### src/rtl/result_mem_uart_tx_pkg.sv
// Shared types and constants for the result memory UART transmitter.
// Latency: none (definitions only).
// Backpressure: none (definitions only).
package result_tx_pkg;

    typedef enum logic [3:0] {
        IDLE,
        LOAD,
        SEND_HI,
        WAIT_HI,
        SEND_LO,
        WAIT_LO,
        NEXT,
        FIN
`ifdef RESULT_ROW_DELIM_EN
        ,
        SEND_CR,
        SEND_LF
`endif
    } state_t;

    localparam logic [7:0] CR = 8'h0D;
    localparam logic [7:0] LF = 8'h0A;

    localparam int         FRAME_BITS     = 10;
    localparam logic [3:0] LAST_FRAME_BIT = 4'(FRAME_BITS - 1);
    localparam logic       IDLE_LEVEL     = 1'b1;

endpackage

### src/rtl/result_mem_uart_tx_uart_tx_byte.sv
// 8N1 byte serialiser: start bit, 8 data bits LSB first, stop bit.
// Latency: start bit on the line 1 cycle after tx_start; frame = 10*CLKS_PER_BIT cycles.
// Backpressure: tx_start is ignored while tx_busy; tx_done pulses in the last stop-bit cycle.
module uart_tx_byte
    import result_tx_pkg::*;
#(
    parameter int CLKS_PER_BIT = 868
) (
    input  logic       clk,
    input  logic       rst,
    input  logic       tx_start,
    input  logic [7:0] tx_byte,
    output logic       tx_data,
    output logic       tx_busy,
    output logic       tx_done
);

    localparam int                BAUD_W    = $clog2(CLKS_PER_BIT + 1);
    localparam logic [BAUD_W-1:0] BAUD_LAST = BAUD_W'(CLKS_PER_BIT - 1);

    logic              active;
    logic [BAUD_W-1:0] baud_cnt;
    logic [3:0]        bit_idx;
    logic [8:0]        shreg;
    logic              bit_end;

    assign bit_end = active && (baud_cnt == BAUD_LAST);
    // Raised during the final stop-bit cycle so the next frame can start with minimal idle time.
    assign tx_done = bit_end && (bit_idx == LAST_FRAME_BIT);
    assign tx_busy = active;

    always_ff @(posedge clk) begin
        if (rst) begin
            active   <= 1'b0;
            baud_cnt <= '0;
            bit_idx  <= '0;
            shreg    <= '1;
            tx_data  <= IDLE_LEVEL;
        end else if (!active) begin
            if (tx_start) begin
                active   <= 1'b1;
                shreg    <= {1'b1, tx_byte};
                tx_data  <= 1'b0;
                baud_cnt <= '0;
                bit_idx  <= '0;
            end
        end else if (bit_end) begin
            baud_cnt <= '0;
            if (tx_done) begin
                active  <= 1'b0;
                bit_idx <= '0;
                tx_data <= IDLE_LEVEL;
            end else begin
                // Data bits shift out LSB first; the filled-in 1 becomes the stop bit.
                bit_idx <= bit_idx + 4'd1;
                tx_data <= shreg[0];
                shreg   <= {1'b1, shreg[8:1]};
            end
        end else begin
            baud_cnt <= baud_cnt + 1'b1;
        end
    end

endmodule

### src/rtl/result_mem_uart_tx.sv
// Result matrix store that streams all words row-major, high byte first, over 8N1 UART (RESULT_ROW_DELIM_EN adds CR LF per row).
// Latency: busy 1 cycle after a read_R_mat rising edge; first start bit 3 cycles after the edge.
// Backpressure: writes and start edges are ignored while busy; done pulses once per transfer.
module result_mem_uart_tx
    import result_tx_pkg::*;
#(
    parameter int ROWS         = 2,
    parameter int COLS         = 2,
    parameter int ADDR_W       = 6,
    parameter int CLKS_PER_BIT = 868
) (
    input  logic              clk,
    input  logic              rst,
    input  logic              write_R,
    input  logic [ADDR_W-1:0] write_address_R,
    input  logic [15:0]       write_value_R,
    input  logic              read_R_mat,
    output logic              tx_data,
    output logic              busy,
    output logic              done
);

    localparam int                NWORDS   = ROWS * COLS;
    localparam logic [ADDR_W-1:0] LAST_IDX = ADDR_W'(NWORDS - 1);

    state_t            state, state_nxt;
    logic [15:0]       mem [0:(1<<ADDR_W)-1];
    logic [15:0]       word_q;
    logic [ADDR_W-1:0] idx;
    logic              read_prev;
    logic              start_req;
    logic              tx_start;
    logic [7:0]        tx_byte;
    logic              tx_busy;
    logic              tx_done;
`ifdef RESULT_ROW_DELIM_EN
    localparam logic [ADDR_W-1:0] LAST_COL = ADDR_W'(COLS - 1);
    logic [ADDR_W-1:0] col;
`endif

    assign start_req = read_R_mat && !read_prev && (state == IDLE);
    assign busy      = (state != IDLE);
    assign done      = (state == FIN);

    // Storage is deliberately not reset; a write coinciding with a start edge lands before LOAD reads it.
    always_ff @(posedge clk) begin
        if (write_R && (state == IDLE) && (write_address_R <= LAST_IDX))
            mem[write_address_R] <= write_value_R;
    end

    always_ff @(posedge clk) begin
        if (rst) begin
            state     <= IDLE;
            idx       <= '0;
            read_prev <= 1'b0;
            word_q    <= '0;
`ifdef RESULT_ROW_DELIM_EN
            col       <= '0;
`endif
        end else begin
            state     <= state_nxt;
            read_prev <= read_R_mat;
            if (state == LOAD)
                word_q <= mem[idx];
            if (state == NEXT && idx != LAST_IDX)
                idx <= idx + 1'b1;
            if (state == FIN)
                idx <= '0;
`ifdef RESULT_ROW_DELIM_EN
            if (state == NEXT)
                col <= (col == LAST_COL) ? '0 : col + 1'b1;
            if (state == FIN)
                col <= '0;
`endif
        end
    end

    always_comb begin
        state_nxt = state;
        tx_start  = 1'b0;
        tx_byte   = word_q[15:8];
        case (state)
            IDLE:    if (start_req) state_nxt = LOAD;
            LOAD:    state_nxt = SEND_HI;
            SEND_HI: begin
                tx_start = !tx_busy;
                if (!tx_busy) state_nxt = WAIT_HI;
            end
            WAIT_HI: if (tx_done) state_nxt = SEND_LO;
            SEND_LO: begin
                tx_byte  = word_q[7:0];
                tx_start = !tx_busy;
                if (!tx_busy) state_nxt = WAIT_LO;
            end
            WAIT_LO: begin
                tx_byte = word_q[7:0];
`ifdef RESULT_ROW_DELIM_EN
                if (tx_done) state_nxt = (col == LAST_COL) ? SEND_CR : NEXT;
`else
                if (tx_done) state_nxt = NEXT;
`endif
            end
`ifdef RESULT_ROW_DELIM_EN
            // Delimiter states issue their byte once idle, then hold until that frame completes.
            SEND_CR: begin
                tx_byte  = CR;
                tx_start = !tx_busy;
                if (tx_done) state_nxt = SEND_LF;
            end
            SEND_LF: begin
                tx_byte  = LF;
                tx_start = !tx_busy;
                if (tx_done) state_nxt = NEXT;
            end
`endif
            NEXT:    state_nxt = (idx == LAST_IDX) ? FIN : LOAD;
            FIN:     state_nxt = IDLE;
            default: state_nxt = IDLE;
        endcase
    end

    uart_tx_byte #(
        .CLKS_PER_BIT(CLKS_PER_BIT)
    ) u_tx (
        .clk     (clk),
        .rst     (rst),
        .tx_start(tx_start),
        .tx_byte (tx_byte),
        .tx_data (tx_data),
        .tx_busy (tx_busy),
        .tx_done (tx_done)
    );

endmodule

### config.mk
export PLATFORM = sky130hd
export DESIGN_NAME = result_mem_uart_tx
export DESIGN_NICKNAME = d
export VERILOG_FILES = /design/src/rtl/result_mem_uart_tx_pkg.sv /design/src/rtl/result_mem_uart_tx_uart_tx_byte.sv /design/src/rtl/result_mem_uart_tx.sv
export SDC_FILE = /design/constraint.sdc
export NUM_CORES = 1
export LEC_CHECK = 0
export CAP_MARGIN = 0
export CORE_ASPECT_RATIO = 1.5
export CORE_MARGIN = 10
export CORE_UTILIZATION = 53
export DETAILED_ROUTE_END_ITERATION = 8
export PLACE_DENSITY = 0.69
export SLEW_MARGIN = 0
export SYNTH_ARGS = -nofsm -noshare
export SYNTH_HDL_FRONTEND = slang
export SYNTH_HIERARCHICAL = 1
export SYNTH_SLANG_ARGS = --single-unit
### constraint.sdc
create_clock -name clk -period 9.3 [get_ports clk]
set_input_delay 2.325 -clock clk [delete_from_list [all_inputs] [get_ports clk]]
set_output_delay 2.325 -clock clk [all_outputs]
set_load 0.01 [all_outputs]
==> impl_metrics.yaml, run 1 <==
detailed_routing:
  drtAntennaViolNets: 0
  route.detailed.drc: 0
  routed-via-count: 20600
  wl_um: 74700
  drtIter0Drc: 1507
  viasPerCell: 5.06
  firstDrtPassIters: 6
  wire_per_inst_um: 18.3
job:
  maxCapViolations: 0
worst_setup_path:
  start_kind: "primary input"
  worst_ep_arrival_time_ps: 4790
  r2r.worst_path.cells: 5
  crit_required_ps: 9560
  critical_path_class: "in2reg"
  endpoint_kind: "register"
  cp_max_fo: 16
die:
  rows: 125
  pin_count: 29
  floorplan.initialDensity_pct: 53.6
  dieArea_mm2: 0.0904
  fp.coreArea_mm2: 0.0777
  die_w_um: 249
  die_h_um: 363
global_routing:
  antenna_found_initial: 2
  grt_util_met3_pct: 2.30
  grt_max_degree: 126
  gr-usage-met2_pct: 30.8
  grt_use_total_pct: 16.7
  overflow: 0
  grt_pass1_vias: 21800
  busiest_layer: "met2"
  grt_first_pass_wirelength_um: 118000
  grtUsageMet1_pct: 19.5
clock_tree:
  cts-resized-gates: 0
  ctsHoldBuffers: 0
  cts_max_path_buffers: 3
  clkSinkCount: 1074
  post_cts_buffers: 0
  clk_latency_ps: 660
  cts_tree: "done"
  clock-root-buffer: "clkbuf_16"
  h-tree-depth: 3
  cts_made_buffers: 97
  clkTransAtPathRegs_ps: 60
yosys:
  synth_ff_type: "edfxtp_1"
  synth_area_leaders: "edfxtp_1 74%, mux4_2 13%, dfxtp_1 2.4%"
  synth_warnings: 6
  synth_cell_type_count: 74
  async_flop_share_pct: 0
  synth.top_cell.area_share_pct: 73.8
  synth_area_mm2: 0.0417
  yosysTopAreaCell: "edfxtp_1"
  avgSynthCellArea_um2: 21.1
  synth_seq_area_share_pct: 76.2
  ys_seq_elements: 1074
  synthCells: 1972
  synth-edff-count: 1024
power_and_ir_drop:
  ir_drop_mv: 0.144
  p_leak_nw: 17.6
  cellPowerDensity_mw_per_mm2: 204
place:
  io_buffers: 28
  place.gp.congestion: 0.752
  dp_slack_ps: 4090
  hpwl_um: 44300
sta:
  finalSetupViolCount: 0
  fmax_ghz: 0.221
  setup_ws_ps: 4770
  relSlewSlack_pct: 24.8
  rsz0062_at_grt: "false"
  post-route-period-util_pct: 48.7
  worst_pin_slew_ps: 1130
  fin_tns_setup_ps: 0
  fin_skew_ps: 26.4
  hold_viol: 0
  period_needed_ps: 4530
  slew_violations: 0
cells_and_area:
  layout_common_cells: "1024 x edfxtp_1, 960 x conb_1, 235 x mux4_2"
  fillers: 5521
  area_delta_synth_final_pct: 18.9
  regArea_mm2: 0.0318
  drive_gt1_share_pct: 15.3
  layout_commonest_cell: "edfxtp_1"
  multiInputGateArea_mm2: 0.0129
  fin_nets: 3004
worst_hold_path:
  hold_depth: 2
  hold_class: "reg2reg"
run_status:
  status: "finished, final reports clean"
logic make-up after synthesis:
group | after synthesis | synth area share (%)
mux | 354 | 15.7
flops | 1074 | 76.2
other cells | 1 | 0.00900
buf+inv | 119 | 1.58
xor+xnor | 5 | 0.105
compound gates | 194 | 3.39
simple gates | 221 | 2.90
fa+ha+maj | 4 | 0.120
metal layers:
metal | vias up | share of wire, %
met5 | - | 0
met4 | 0 | 3.1
met3 | 156 | 4.3
met2 | 430 | 54
met1 | 10700 | 38
li1 | 9312 | -
path summary, 6_finish.rpt:
check                     start         end  slack, ps
min reg2reg          word_q[12]  word_q[12]        500
max reg2reg              idx[0]   word_q[7]       5840
max          write_address_R[4]   mem[1][0]       4770
min                  word_q[12]  word_q[12]        500
flip-flops by register name, summed over array words and instances, names as in the netlist, 3 cells and up:
register	count
word_q	16
u_tx/baud_cnt	10
u_tx/shreg	8
idx	6
u_tx/bit_idx	4
mem	1024
state	3
per-stage QoR:
step           instances  hold slack [ps]  util, %  total power [mW]  area (um2)
2_1_floorplan       2931              461        -              6.09       45300
3_3_place_gp        3891              479     59.7              6.20       46400
3_5_place_dp        3891              490     59.7              6.25       46400
4_1_cts             4068              503     63.7              10.2       49500
5_1_grt             4068              522     63.7              10.4       49500
6_report            4069              505     63.7              10.1       49500
cell type report:
class / count / area share [%]
Multi-Input combinational cell: 1738 / 26.0
Sequential cell: 1074 / 64.2
Antenna cell: 1 / 0.00505
Inverter: 7 / 0.0531
Timing Repair Buffer: 56 / 0.915
Clock buffer: 131 / 5.37
Clock inverter: 46 / 0.943
Tap cell: 1016 / 2.57
cell usage after synthesis, types with 14 or more instances:
master	instances
a211oi_1	19
a21oi_1	33
a22oi_1	28
buf_2	39
buf_4	15
buf_6	14
clkbuf_1	41
dfxtp_1	50
edfxtp_1	1024
mux2_2	34
mux2i_1	84
mux4_2	235
nand2_1	44
nand3_1	28
nor2_1	51
nor2b_1	20
o211ai_1	16
worst max-delay path, stage by stage:
cell and delay, ps:
clkdlybuf4s50_1 390, or4b_2 650, nor3_1 560, nand2_1 160
nor2_2 700
where the power goes:
group | internal (mW) | leakage, nW | switching (mW)
registers | 5.69 | 10.4 | 0.0949
logic | 0.146 | 5.69 | 0.218
clock network | 2.25 | 1.52 | 1.67
No activity file was read; power rests on OpenSTA's default activity.
==> run 2: changes to the inputs <==
--- a/config.mk
+++ b/config.mk
@@ -10,7 +10,7 @@
 export CORE_MARGIN = 10
 export CORE_UTILIZATION = 53
 export DETAILED_ROUTE_END_ITERATION = 8
-export PLACE_DENSITY = 0.69
+export PLACE_DENSITY = 0.71
 export SLEW_MARGIN = 0
 export SYNTH_ARGS = -nofsm -noshare
 export SYNTH_HDL_FRONTEND = slang
==> constraint.sdc (replaced) <==
create_clock -name clk -period 3.75 [get_ports clk]
set_input_delay 0.9375 -clock clk [delete_from_list [all_inputs] [get_ports clk]]
set_output_delay 0.9375 -clock clk [all_outputs]
set_load 0.01 [all_outputs]
==> run 2 against run 1 <==
Wire length grew 0.39%. Hold slack lost 0.61 ps. Global-route usage up 0.090 points. Core utilization up 0.34 points. Clock power up 140%. Sequential share of layout area down 0.34 points. Combinational power is 150% higher. Via count is 0.65% higher. Clock skew increased by 2.4 ps. First-iteration DRC count rose by 11%. Largest cell class unchanged.
==> impl_metrics.yaml, run 2 (same netlist as run 1, synthesis figures left out) <==
run_status:
  status: "finished, final reports clean"
global_routing:
  grt_use_total_pct: 16.8
  overflow: 0
  grt_pass1_vias: 21800
  grt_max_degree: 89
  antenna_found_initial: 1
  grt_first_pass_wirelength_um: 118000
sta:
  fin_skew_ps: 28.8
  worst_pin_slew_ps: 1070
  fin_tns_setup_ps: 0
  post-route-period-util_pct: 80.3
  relSlewSlack_pct: 28.1
  period_needed_ps: 3010
  finalSetupViolCount: 0
  hold_viol: 0
  setup_ws_ps: 740
  fmax_ghz: 0.332
  rsz0062_at_grt: "false"
  slew_violations: 0
clock_tree:
  cts_max_path_buffers: 3
  clk_latency_ps: 660
  clkTransAtPathRegs_ps: 70
  cts_made_buffers: 95
  clock-root-buffer: "clkbuf_16"
  clkSinkCount: 1074
  ctsHoldBuffers: 0
  post_cts_buffers: 0
  cts-resized-gates: 0
  h-tree-depth: 3
  cts_tree: "done"
worst_setup_path:
  reg2reg_from: "idx[0]"
  rr_endpoint: "word_q[13]"
  worst_ep_arrival_time_ps: 2070
  endpoint_kind: "output pin"
  r2r.worst_path.cells: 6
  reg2reg_slack_ps: 1020
  start_kind: "register"
  crit_required_ps: 2810
  critical_path_class: "reg2out"
  cp_max_fo: 14
detailed_routing:
  routed-via-count: 20700
  viasPerCell: 5.05
  wire_per_inst_um: 18.3
  drtIter0Drc: 1666
  wl_um: 74900
  drtAntennaViolNets: 0
  firstDrtPassIters: 5
  route.detailed.drc: 0
cells_and_area:
  regArea_mm2: 0.0318
  largest-register: "mem"
  area_delta_synth_final_pct: 19.5
  fin_cells: 4098
  largest_reg_flops: 1024
  largestRegisters: "mem x1024, word_q x16, u_tx/baud_cnt x10"
  stdcell_area_mm2: 0.0498
  diodes: 0
  fin_nets: 3033
  layout_commonest_cell: "edfxtp_1"
  drive_gt1_share_pct: 16.5
  multiInputGateArea_mm2: 0.0129
  layout_common_cells: "1024 x edfxtp_1, 960 x conb_1, 235 x mux4_2"
  fillers: 5440
die:
  pin_count: 29
  rows: 125
  die_w_um: 249
  fp.coreArea_mm2: 0.0777
  dieArea_mm2: 0.0904
  die_h_um: 363
  floorplan.initialDensity_pct: 53.6
place:
  io_buffers: 28
  place_area_mm2: 0.0467
  hpwl_um: 46500
  place_inst: 3922
  place.gp.congestion: 0.766
  dp_slack_ps: 614
worst_hold_path:
  hold_depth: 1
  min_to: "u_tx/baud_cnt[1]"
  hold_start: "u_tx/baud_cnt[1]"
  hold_class: "reg2reg"
power_and_ir_drop:
  ir_drop_mv: 0.312
  power_mw: 24.9
  cellPowerDensity_mw_per_mm2: 500
  p_leak_nw: 17.8
job:
  maxCapViolations: 0
[run 2: changes by cell type in the layout (fill, tap and decap cells not counted), sizes merged]
cell | previous run | this run
inv | 9 | 8
diode | 1 | 0
clkinvlp | 3 | 7
buf | 43 | 74
clkbuf | 131 | 113
clkinv | 32 | 46
[run 2: power breakdown]
part / switching, mW / internal (mW) / leakage, nW
Sequential: 0.252 / 14.1 / 10.4
Clock: 4.15 / 5.44 / 1.52
Combinational: 0.539 / 0.362 / 5.86
Total: 4.94 / 19.9 / 17.8
[run 2: routing by layer]
layer | vias up | global-route usage (%) | share of wire [%]
met4 | 2 | 6.54 | 2.9
met3 | 123 | 2.51 | 4.9
li1 | 9388 | - | -
met5 | - | 0 | 0.017
met2 | 489 | 30.9 | 55
met1 | 10700 | 19.6 | 38
[run 2: worst max-delay path, stage by stage (launching register included)]
cell             delay [ps]
dfxtp_1                 610
and3_1                  260
clkdlybuf4s50_1         550
[run 2: worst max path at each step]
stage	startpoint	end	slack [ps]	cells past startpoint
after floorplan	write_address_R[4]	mem[0][0]	220	3
after global placement	write_address_R[4]	mem[1][1]	600	7
final	state[1]	done	740	2
after CTS	state[2]	done	680	2
after detailed placement	write_address_R[4]	mem[0][0]	610	6
after global routing	state[1]	done	600	2
[run 2: cell type report]
type / count / area share (%)
clock buffer: 113 / 5.08
clock inverter: 63 / 1.15
inverter: 7 / 0.0528
multi-input combinational: 1738 / 25.8
sequential: 1074 / 63.8
tap: 1016 / 2.55
timing repair buffer: 87 / 1.50
[run 2: stage by stage]
stage,utilization [%],hold WS [ps]
after floorplan,-,461
after global placement,60.0,476
after detailed placement,60.0,483
after CTS,64.0,509
after global routing,64.0,526
final,64.0,504
